<file path="config.mk">
export PLATFORM = sky130hd
export DESIGN_NAME = rate_tick_gen_flat
export DESIGN_NICKNAME = d
export VERILOG_FILES = /design/src/rtl/clk_div_pkg.sv /design/src/rtl/rate_tick_gen_if.sv /design/src/rtl/tick_mod_counter.sv /design/src/rtl/rate_tick_gen.sv /design/src/flat_wrapper.sv
export SDC_FILE = /design/constraint.sdc
export NUM_CORES = 1
export LEC_CHECK = 0
export BUFFER_PORTS_ARGS = -buffer_cell sky130_fd_sc_hd__buf_2
export CAP_MARGIN = 20
export CELL_PAD_IN_SITES_DETAIL_PLACEMENT = 0
export CELL_PAD_IN_SITES_GLOBAL_PLACEMENT = 1
export CORE_ASPECT_RATIO = 1.2
export CORE_UTILIZATION = 45
export DETAILED_ROUTE_END_ITERATION = 6
export GPL_TIMING_DRIVEN = 0
export PLACE_DENSITY_LB_ADDON = 0.2
export SYNTH_ARGS = -nofsm -noshare
export SYNTH_HDL_FRONTEND = slang
export SYNTH_SLANG_ARGS = --single-unit
export TNS_END_PERCENT = 5
</file>
<file path="constraint.sdc">
create_clock -name clk -period 7.2 [get_ports clk]
set_input_delay 1.44 -clock clk [delete_from_list [all_inputs] [get_ports clk]]
set_output_delay 1.44 -clock clk [all_outputs]
set_load 0.01 [all_outputs]
</file>
<file path="src/rtl/clk_div_pkg.sv">
// Shared constants and types for the phase-accumulator rate generator.
// The INC_* values assume a 50 MHz clock and a 40-bit accumulator.
package clk_div_pkg;

   localparam int unsigned ACC_W_DEF   = 40;

   localparam logic [39:0] INC_1HZ     = 40'd21990;
   localparam logic [39:0] INC_60HZ    = 40'd1319414;
   localparam logic [39:0] INC_3600HZ  = 40'd79164837;
   localparam logic [39:0] INC_REFRESH = 40'd16777216;

   typedef enum logic [1:0] {
      RATE_1HZ     = 2'd0,
      RATE_60HZ    = 2'd1,
      RATE_3600HZ  = 2'd2,
      RATE_REFRESH = 2'd3
   } rate_e;

endpackage

</file>
<file path="src/rtl/rate_tick_gen_if.sv">
// Control and status bundle for rate_tick_gen.
// The master side drives enable, clear and rate request; the slave side is the generator.
interface rate_tick_gen_if #(
   parameter int CNT_W = 6
);
   logic             en;
   logic             sync_clr;
   logic [1:0]       rate_sel;
   logic             slow_clk;
   logic             tick;
   logic [CNT_W-1:0] tick_cnt;
   logic             cnt_wrap;
   logic [1:0]       cur_sel;

   modport master (
      output en, sync_clr, rate_sel,
      input  slow_clk, tick, tick_cnt, cnt_wrap, cur_sel
   );

   modport slave (
      input  en, sync_clr, rate_sel,
      output slow_clk, tick, tick_cnt, cnt_wrap, cur_sel
   );
endinterface

</file>
<file path="src/rtl/tick_mod_counter.sv">
// Modulo-CNT_MOD counter advanced by a one-cycle tick strobe.
// Also used by the clock-display logic, so it carries no rate knowledge.
module tick_mod_counter #(
   parameter  int CNT_MOD = 60,
   localparam int CNT_W   = $clog2(CNT_MOD)
) (
   input  logic             clk,
   input  logic             reset,
   input  logic             tick,
   input  logic             sync_clr,
   output logic [CNT_W-1:0] tick_cnt,
   output logic             cnt_wrap
);

   localparam logic [CNT_W-1:0] CNT_TOP = CNT_W'(CNT_MOD - 1);

   logic [CNT_W-1:0] r_cnt;
   logic             w_at_top;

   if (CNT_MOD < 2) begin : g_bad_mod
      $error("tick_mod_counter: CNT_MOD must be at least 2");
   end

   assign w_at_top = (r_cnt == CNT_TOP);

   // Count ticks, folding back to zero after CNT_MOD-1; a clear restarts at zero.
   always_ff @(posedge clk or posedge reset) begin
      if (reset) begin
         r_cnt <= '0;
      end else if (sync_clr) begin
         r_cnt <= '0;
      end else if (tick) begin
         r_cnt <= w_at_top ? '0 : r_cnt + 1'b1;
      end
   end

   assign tick_cnt = r_cnt;
   assign cnt_wrap = tick & w_at_top;

endmodule

</file>
<file path="src/rtl/rate_tick_gen.sv">
// Phase-accumulator rate generator: slow square wave, tick strobe and modulo tick count.
// Rate requests are only adopted on accumulator wrap so a slow_clk period never mixes rates.
module rate_tick_gen
   import clk_div_pkg::*;
#(
   parameter  int               ACC_W   = 40,
   parameter  logic [ACC_W-1:0] INC0    = ACC_W'(INC_1HZ),
   parameter  logic [ACC_W-1:0] INC1    = ACC_W'(INC_60HZ),
   parameter  logic [ACC_W-1:0] INC2    = ACC_W'(INC_3600HZ),
   parameter  logic [ACC_W-1:0] INC3    = ACC_W'(INC_REFRESH),
   parameter  int               CNT_MOD = 60,
   localparam int               CNT_W   = $clog2(CNT_MOD)
) (
   input  logic            clk,
   input  logic            reset,
   rate_tick_gen_if.slave  bus
);

   logic [ACC_W-1:0] r_acc;
   logic             r_msb_q;
   rate_e            r_cur_sel;

   logic [ACC_W-1:0] w_inc;
   logic [ACC_W-1:0] w_sum;
   logic             w_carry;
   logic             w_tick;
   logic [CNT_W-1:0] w_tick_cnt;
   logic             w_cnt_wrap;

   // An increment of zero never ticks; one with the MSB set aliases and breaks 50% duty.
   if ((INC0 == '0) || INC0[ACC_W-1] || (INC1 == '0) || INC1[ACC_W-1] ||
       (INC2 == '0) || INC2[ACC_W-1] || (INC3 == '0) || INC3[ACC_W-1]) begin : g_bad_inc
      $error("rate_tick_gen: every INCx must be nonzero and below 2^(ACC_W-1)");
   end

   // Select the increment for the rate currently in effect.
   always_comb begin
      w_inc = INC0;
      case (r_cur_sel)
         RATE_1HZ:     w_inc = INC0;
         RATE_60HZ:    w_inc = INC1;
         RATE_3600HZ:  w_inc = INC2;
         RATE_REFRESH: w_inc = INC3;
         default:      w_inc = INC0;
      endcase
   end

   assign {w_carry, w_sum} = {1'b0, r_acc} + {1'b0, w_inc};

   // Advance the accumulator; adopt a new rate only on the wrapping edge.
   // msb_q follows the MSB on every edge, so a pause can never stretch a tick.
   always_ff @(posedge clk or posedge reset) begin
      if (reset) begin
         r_acc     <= '0;
         r_msb_q   <= 1'b0;
         r_cur_sel <= RATE_1HZ;
      end else if (bus.sync_clr) begin
         r_acc     <= '0;
         r_msb_q   <= 1'b0;
         r_cur_sel <= rate_e'(bus.rate_sel);
      end else begin
         r_msb_q <= r_acc[ACC_W-1];
         if (bus.en) begin
            r_acc <= w_sum;
            if (w_carry) begin
               r_cur_sel <= rate_e'(bus.rate_sel);
            end
         end
      end
   end

   assign w_tick = r_acc[ACC_W-1] & ~r_msb_q;

   tick_mod_counter #(
      .CNT_MOD (CNT_MOD)
   ) u_cnt (
      .clk      (clk),
      .reset    (reset),
      .tick     (w_tick),
      .sync_clr (bus.sync_clr),
      .tick_cnt (w_tick_cnt),
      .cnt_wrap (w_cnt_wrap)
   );

   assign bus.slow_clk = r_acc[ACC_W-1];
   assign bus.tick     = w_tick;
   assign bus.tick_cnt = w_tick_cnt;
   assign bus.cnt_wrap = w_cnt_wrap;
   assign bus.cur_sel  = r_cur_sel;

endmodule
</file>
<file path="src/flat_wrapper.sv">
// flat-port wrapper written by rule: the top's interface ports become plain ports
module rate_tick_gen_flat import clk_div_pkg::*;
#(
   parameter  int               ACC_W   = 40,
   parameter  logic [ACC_W-1:0] INC0    = ACC_W'(INC_1HZ),
   parameter  logic [ACC_W-1:0] INC1    = ACC_W'(INC_60HZ),
   parameter  logic [ACC_W-1:0] INC2    = ACC_W'(INC_3600HZ),
   parameter  logic [ACC_W-1:0] INC3    = ACC_W'(INC_REFRESH),
   parameter  int               CNT_MOD = 60,
   localparam int               CNT_W   = $clog2(CNT_MOD)
)
  (clk, reset, bus_en, bus_sync_clr, bus_rate_sel, bus_slow_clk, bus_tick, bus_tick_cnt, bus_cnt_wrap, bus_cur_sel);
  rate_tick_gen_if bus_i ();
  input  logic clk;
  input  logic reset;
  input wire logic [$bits(bus_i.en)-1:0] bus_en;
  input wire logic [$bits(bus_i.sync_clr)-1:0] bus_sync_clr;
  input wire logic [$bits(bus_i.rate_sel)-1:0] bus_rate_sel;
  output wire logic [$bits(bus_i.slow_clk)-1:0] bus_slow_clk;
  output wire logic [$bits(bus_i.tick)-1:0] bus_tick;
  output wire logic [$bits(bus_i.tick_cnt)-1:0] bus_tick_cnt;
  output wire logic [$bits(bus_i.cnt_wrap)-1:0] bus_cnt_wrap;
  output wire logic [$bits(bus_i.cur_sel)-1:0] bus_cur_sel;
  assign bus_i.en = bus_en;
  assign bus_i.sync_clr = bus_sync_clr;
  assign bus_i.rate_sel = bus_rate_sel;
  assign bus_slow_clk = bus_i.slow_clk;
  assign bus_tick = bus_i.tick;
  assign bus_tick_cnt = bus_i.tick_cnt;
  assign bus_cnt_wrap = bus_i.cnt_wrap;
  assign bus_cur_sel = bus_i.cur_sel;
  rate_tick_gen #(.ACC_W(ACC_W), .INC0(INC0), .INC1(INC1), .INC2(INC2), .INC3(INC3), .CNT_MOD(CNT_MOD)) u_core (.clk(clk), .reset(reset), .bus(bus_i));
endmodule
</file>
==> metrics.md, run 1 <==
| Metric | Value |
|---|---|
| CP Data Arrival Time | 3.86 ns |
| Post-CTS Setup Inserts | 0 |
| Port buffer count | 16 |
| Met1 usage | roughly 28% |
| Worst EP required | 7.41 ns |
| Sequential element share of the synthesized area | 34.6% |
| Root buf cell | clkbuf_8 |
| ANT nets after route | 0 |
| GR Util met3 | 2.66% |
| RSZ-0062 raised after global routing | no |
| Ys async rst share | 100% |
| Pwr Density | 192 nW/µm² |
| Switching Share | a little under two fifths |
| Post-synth cell types | 63 |
| Switch Pwr | 0.270 mW |
| TritonCTS clock tree | done |
| Post-layout min period | 3.65 ns |
| Clock transition at the registers of the reported paths | roughly 0.1 ns |
| Overall Global Routing Usage | 22.2% |
| Setup TNS | 0 ns |
| Vias per cell | 5.90 |
| Placed inst area | 3760 µm² |
| Number of flops mapped to enable cells by yosys | 0 |
| Sequential share of power | around 43% |
| Die Span X | between 80 and 90 µm |
| Syn avg cell area | 8.90 µm² |
| Starting Density | between 40% and 50% |
| ANT cells | 0 |
| Buffers & Inverters on Critical Path | 2 |
| P_leak | 1.75 nW |
| Total wire length | 8730 µm |
| Synth area leader | dfrtp_1 |
| GP Congestion | 0.892 |
| Slew Viols, Final | 0 |
| Critical path's largest stage delay | 0.44 ns |
| Initial DRC Count | 145 |
| Drc violations | 0 |
| Top delay family on crit path | compound AO/OA/AOI/OAI gates |
| Worst setup EP type | register |
| Mapped Nets | 431 |
| Die area | approximately 8000 µm² |
| Design area | 3840 µm² |
| Clk network pwr share | 23.0% |
| H-tree depth | 2 |
| Worst relative slew slack | a little under half |
| Number of gates resized after CTS | 0 |
| Avg WL per Cell | 16.9 µm |
| Final nets | around 460 |
| First-pass GRT wire length | 14700 µm |
| Fin Clk Skew | 0.0100 ns |
| Vias in the first global route | 2953 |
| Die Ht | 99.2 µm |
| Crit Path Max Fanout | 8 |
| Most frequent cells in the layout | nor2_1, dfrtp_1, a21oi_1, nand2_1, ha_1 |
| Worst Tran Pin Value | approximately 0.8 ns |
| Fin crit share | slightly above 50% |
| Clock Sinks | ~50 |
| Largest net degree at the start of global routing | 28 |
| Cts bufs inserted | 5 |
| Max_cap viols | 0 |
| Synth top area cells | dfrtp_1, ha_1, nor2_1, a21oi_1, xnor2_1 |
| Logic pwr share | approximately a third |
| Final Hold Vio Count | 0 |
| Hold Path Class | register to register |
| CTS max path bufs | 2 |
| Worst setup SP type | register |
| Drt pass-1 iters | 5 |
| Core Rows | 35 |
| Layout cells sized above 1 | 11.6% |
| Slowest cell on the critical path | ha_1 |
| GR peak layer | met2 |
| Post-synth top area share | 34.6% |
| Fmax | about 0.27 GHz |
| Worst path cell trace | inv_1, ha_1, ha_1, inv_1, fa_1, nor2b_1, o21bai_1, a31oi_1, o21ai_0, o22ai_1, a41oi_1, mux2_2 |
| Synth Register Bits | 49 |
| Status | finished, final reports clean |
| Mapped cell area | 3540 µm² |
| IO Pins | 17 |
| Peak supply drop | 0.0000933 V |
| HPWL after DPL | 6660 µm |
| Met2 usage | 40.3% |
| Core Area | 7660 µm² |
| Total number of vias | approximately 3000 |
| Total global routing overflow | 0 |
| Clk Latency, worst-skew pair | about 0.31 ns |
| Post-CTS Hold Fix Bufs | 0 |
| Pre-CTS setup slack | around 3.5 ns |
| Final setup margin | 3.55 ns |
| P_int | 0.466 mW |
| Area growth, synth to finish | 8.44% |
| Mapped Cells | 398 |
| Initial antenna violation count | 0 |
| Final setup fails | 0 |
| Yosys warnings | 0 |
| Top FF cell, synth | dfrtp_1 |
| Setup Crit Path Kind | register to register |
## kinds of logic after synthesis
logic type / after synthesis / share of synthesized area [%]
and+or+nand+nor: 140 / 19.6
AOI/OAI and AO/OA: 108 / 21.2
DFF: 49 / 34.6
buffers and inverters: 34 / 4.27
xor gates and xnor gates: 27 / 6.68
adders and majority gates: 27 / 9.75
muxes: 13 / 3.85
## power by group through the flow
stage | combinational [mW] | sequential [mW] | clock, mW
final | 0.253 | 0.314 | 0.170
after global routing | 0.284 | 0.317 | 0.182
after CTS | 0.253 | 0.314 | 0.174
after detailed placement | 0.252 | 0.319 | 0
after global placement | 0.248 | 0.319 | 0
after floorplan | 0.197 | 0.315 | 0
## final timing paths
kind                                                        start                            to  slack [ns]  cells past startpoint
worst max-delay path            u_core.bus.cur_sel[0]$_DFFE_PP0P_  u_core.r_acc[22]$_DFFE_PP0P_        3.55                     12
worst min-delay path                 u_core.r_acc[23]$_DFFE_PP0P_  u_core.r_acc[23]$_DFFE_PP0P_        0.52                      2
worst max register to register  u_core.bus.cur_sel[0]$_DFFE_PP0P_  u_core.r_acc[22]$_DFFE_PP0P_        3.55                     12
worst min register to register       u_core.r_acc[23]$_DFFE_PP0P_  u_core.r_acc[23]$_DFFE_PP0P_        0.52                      2
max in group asynchronous                                   reset  u_core.r_acc[26]$_DFFE_PP0P_        5.52                      3
min in group asynchronous                                   reset  u_core.r_acc[29]$_DFFE_PP0P_        1.15                      2
## through the flow
stage                     hold slack (ns)  util (%)  power (mW)  std cells
after global placement              0.489      48.8       0.566        506
after CTS                           0.529      50.1       0.741        515
after detailed placement            0.500      49.0       0.571        507
after global routing                0.546      50.1       0.782        515
final                               0.521      50.1       0.736        515
after floorplan                     0.473         -       0.512        398
## area by class of cell
type,instances,area (µm²)
Buffer,16,83.8
Clock buffer,7,76.3
Clock inverter,1,7.51
Fill cell,731,3820
Inverter,18,67.6
Multi-Input combinational cell,315,2160
Sequential cell,49,1230
Tap cell,92,115
Timing Repair Buffer,17,100
## worst register-to-register path, stage by stage (launching register included)
cell      delay [ns]
dfrtp_1         0.43
inv_1           0.19
ha_1            0.44
ha_1            0.28
inv_1           0.07
fa_1            0.37
nor2b_1         0.21
o21bai_1        0.17
a31oi_1         0.32
o21ai_0         0.29
o22ai_1         0.28
a41oi_1         0.19
mux2_2          0.31
## synthesized netlist by cell type, types with 4 or more instances
library cell  count
a21oi_1          28
clkbuf_1         10
xnor2_1          16
a31oi_1          12
nand4_1           9
a22o_1            4
mux2_2            4
or3_1             7
a211oi_1          7
ha_1             26
a21o_1            8
nand3_1           6
xor2_1           11
nor3_1            9
inv_1            18
nor2b_1           9
o21ai_0          16
mux2i_1           8
nor2_1           49
nand2_1          26
dfrtp_1          49
## routing by layer
| layer | up-vias | share of wire [%] | routed length [µm] |
|---|---|---|---|
| met5 | - | 0 | 0 |
| met1 | 1470 | 45 | 3950 |
| met4 | 0 | 2.0 | 172 |
| li1 | 1498 | - | - |
| met2 | 59 | 50 | 4370 |
| met3 | 13 | 2.7 | 234 |
## flip-flops by register name, indices dropped and copies added (netlist names)
register               flops
u_core.r_acc              40
u_core.u_cnt.tick_cnt      6
u_core.bus.cur_sel         2
u_core.r_msb_q             1
Power figures use the tool's default switching activity.
==> run 2, diff against run 1 <==
--- a/config.mk
+++ b/config.mk
@@ -5,6 +5,7 @@
 export SDC_FILE = /design/constraint.sdc
 export NUM_CORES = 1
 export LEC_CHECK = 0
+export ABC_AREA = 1
 export BUFFER_PORTS_ARGS = -buffer_cell sky130_fd_sc_hd__buf_2
 export CAP_MARGIN = 20
 export CELL_PAD_IN_SITES_DETAIL_PLACEMENT = 0
==> constraint.sdc (replaced) <==
create_clock -name clk -period 3.6 [get_ports clk]
set_input_delay 0.72 -clock clk [delete_from_list [all_inputs] [get_ports clk]]
set_output_delay 0.72 -clock clk [all_outputs]
set_load 0.01 [all_outputs]
==> run 2 against run 1 <==
  * Die area up 15%
  * Register-to-register slack worse by 2.9 ns
  * Final cell count up 50%
  * Sequential cell count unchanged
  * Critical endpoint is now u_core.r_acc[29]$_DFFE_PP0P_
  * Largest power group unchanged
==> metrics.md, run 2 <==
| Metric | Value |
|---|---|
| Status | finished, final reports clean |
| Initial antenna violation count | 0 |
| RSZ-0062 raised after global routing | no |
| First-pass GRT wire length | 18200 µm |
| Core Rows | 37 |
| Mapped Nets | about 660 |
| Syn avg cell area | 6.47 µm² |
| Core Area | 8660 µm² |
| Worst setup SP type | register |
| Vias in the first global route | 3715 |
| Post-CTS Setup Inserts | 0 |
| Max FFs per register | 40 |
| Post-synth top area share | between 30% and 40% |
| Clock Sinks | 49 |
| HPWL after DPL | 8620 µm |
| Post-synth cell types | 36 |
| Cts bufs inserted | 5 |
| Post-layout min period | roughly 3 ns |
| Synth Register Bits | 49 |
| Mapped Cells | 629 |
| Max_cap viols | 0 |
| Total global routing overflow | 0 |
| Worst EP required | 3.82 ns |
| Root buf cell | clkbuf_8 |
| Synth top area cells | dfrtp_1, nand2_1, ha_1, inv_1, nor2_1 |
| ANT cells | 0 |
| Fin crit share | between 80% and 90% |
| Clk Latency, worst-skew pair | approximately 0.33 ns |
| Clock transition at the registers of the reported paths | 0.11 ns |
| Worst Tran Pin Value | 0.718 ns |
| Synth top cells by count | nand2_1, inv_1, nor2_1 |
| Peak supply drop | roughly 0.00017 V |
| Die Span X | 88.8 µm |
| Total wire length | 10900 µm |
| Setup Crit Path Kind | register to register |
| CP Data Arrival Time | 3.22 ns |
| Slew Viols, Final | 0 |
| Avg WL per Cell | about 14 µm |
| Overall Global Routing Usage | 25.2% |
| Final setup fails | 0 |
| Starting Density | 47.0% |
| Vias per cell | 5.06 |
| ANT nets after route | 0 |
| Most frequent cells in the layout | nand2_1, inv_1, nor2_1, dfrtp_1, a21oi_1 |
| Top reg by flops | u_core.r_acc |
| Fin Clk Skew | 0.0161 ns |
| Yosys warnings | 0 |
| IO Pins | 17 |
| Layout cells sized above 1 | about 11% |
| Commonest non-fill, non-tap cell in the layout | nand2_1 |
| Sequential element share of the synthesized area | 30.1% |
| Largest net degree at the start of global routing | 33 |
| Hold Path Class | input port to asynchronous set/reset pin |
| Number of gates resized after CTS | 0 |
| TritonCTS clock tree | done |
| H-tree depth | 2 |
| Final nets | 685 |
| Top-count cell post-synth | nand2_1 |
| Met1 usage | 33.5% |
| Final core area utilization | 51.2% |
| GR Util met3 | 2.95% |
| Mapped cell area | approximately 4100 µm² |
| Top FF cell, synth | dfrtp_1 |
| Area growth, synth to finish | 8.79% |
| Drc violations | 0 |
| P_leak | approximately 2.3 nW |
| Final Hold Vio Count | 0 |
| Crit Path Max Fanout | 8 |
| Synth area leader | dfrtp_1 |
| Initial DRC Count | ~180 |
| Die Ht | about 110 µm |
| Ys async rst share | 100% |
| Pwr Density | 367 nW/µm² |
| Number of flops mapped to enable cells by yosys | 0 |
| Worst relative slew slack | a little over half |
| Drt pass-1 iters | 5 |
| Worst setup EP type | register |
| Total number of vias | 3898 |
| Die area | 9430 µm² |
| GR peak layer | met2 |
| CTS max path bufs | 2 |
| GP Congestion | 0.909 |
| Setup TNS | 0 ns |
| Port buffer count | 15 |
| Met2 usage | 42.7% |
| Post-CTS Hold Fix Bufs | 0 |
| Fmax | 0.333 GHz |
run 2: changes by cell type after synthesis, moves of 9 or more:
| cell | before | now |
|---|---|---|
| nand2_1 | 26 | 184 |
| inv_1 | 18 | 86 |
| nand3_1 | 6 | 42 |
| nor2_1 | 49 | 72 |
| nand2_2 | 1 | 23 |
| a21oi_1 | 28 | 44 |
| a31oi_1 | 12 | 1 |
| xor2_1 | 11 | 1 |
| nor2b_1 | 9 | 0 |
run 2: kinds of logic (layout without fill, tap and decap cells):
kind of cell	count (synthesis)	after routing	synth area share, %
adder cells (fa/ha/maj)	27	27	8.48
XOR/XNOR	13	13	2.80
flip-flops	49	49	30.1
AND/OR/NAND/NOR	354	354	37.9
AO/OA/AOI/OAI	85	85	11.2
buffers and inverters	101	125	9.53
run 2: report_power, final:
part | total, mW | switching (mW) | internal, mW
Clock | 0.436 | 0.223 | 0.213
Sequential | 0.634 | 0.0387 | 0.595
Combinational | 0.554 | 0.361 | 0.193
Total | 1.62 | 0.623 | 1.00
run 2: critical path, cell delays in order (launching register included):
cell and delay (ns):
dfrtp_1 0.45, inv_1 0.15, ha_1 0.40, or2_2 0.36, ha_1 0.34, nand2_1 0.11, o21ai_0 0.35, a21oi_1 0.07
nand2_1 0.23, nand2_1 0.11, nand2_2 0.12, nand3_1 0.09, nand2_1 0.07, nor2_1 0.04
run 2: worst paths after layout:
check,depth (start not counted),from,to,slack [ns]
max,13,u_core.bus.cur_sel[0]$_DFFE_PP0P_,u_core.r_acc[29]$_DFFE_PP0P_,0.60
min,2,reset,u_core.u_cnt.tick_cnt[5]$_DFFE_PP0P_,0.37
max reg2reg,13,u_core.bus.cur_sel[0]$_DFFE_PP0P_,u_core.r_acc[29]$_DFFE_PP0P_,0.60
min reg2reg,2,u_core.r_acc[21]$_DFFE_PP0P_,u_core.r_acc[21]$_DFFE_PP0P_,0.50
max in group asynchronous,3,reset,u_core.r_acc[20]$_DFFE_PP0P_,2.68
min in group clk,2,u_core.r_acc[21]$_DFFE_PP0P_,u_core.r_acc[21]$_DFFE_PP0P_,0.50
run 2: cell type report:
type / count / area (µm²)
buffer: 10 / 46.3
clock buffer: 5 / 68.8
clock inverter: 3 / 47.5
fill: 930 / 4230
inverter: 91 / 342
multi-input combinational: 479 / 2460
sequential: 49 / 1230
tap: 117 / 146
timing repair buffer: 16 / 95.1
run 2: layer usage:
layer / vias to the layer above / routed length, µm
li1: 2047 / -
met1: 1765 / 5110
met2: 73 / 5230
met3: 13 / 357
met4: 0 / 170
met5: - / 0
run 2: per-stage QoR:
step	instance area, µm²	cells	power [mW]	setup slack (ns)	hold slack [ns]
after global routing	4430	770	1.73	0.384	0.395
after global placement	4290	761	1.19	0.640	0.471
after CTS	4430	770	1.63	0.602	0.386
after detailed placement	4310	762	1.20	0.637	0.479
after floorplan	4070	629	1.06	1.16	0.453
final	4430	770	1.62	0.600	0.373
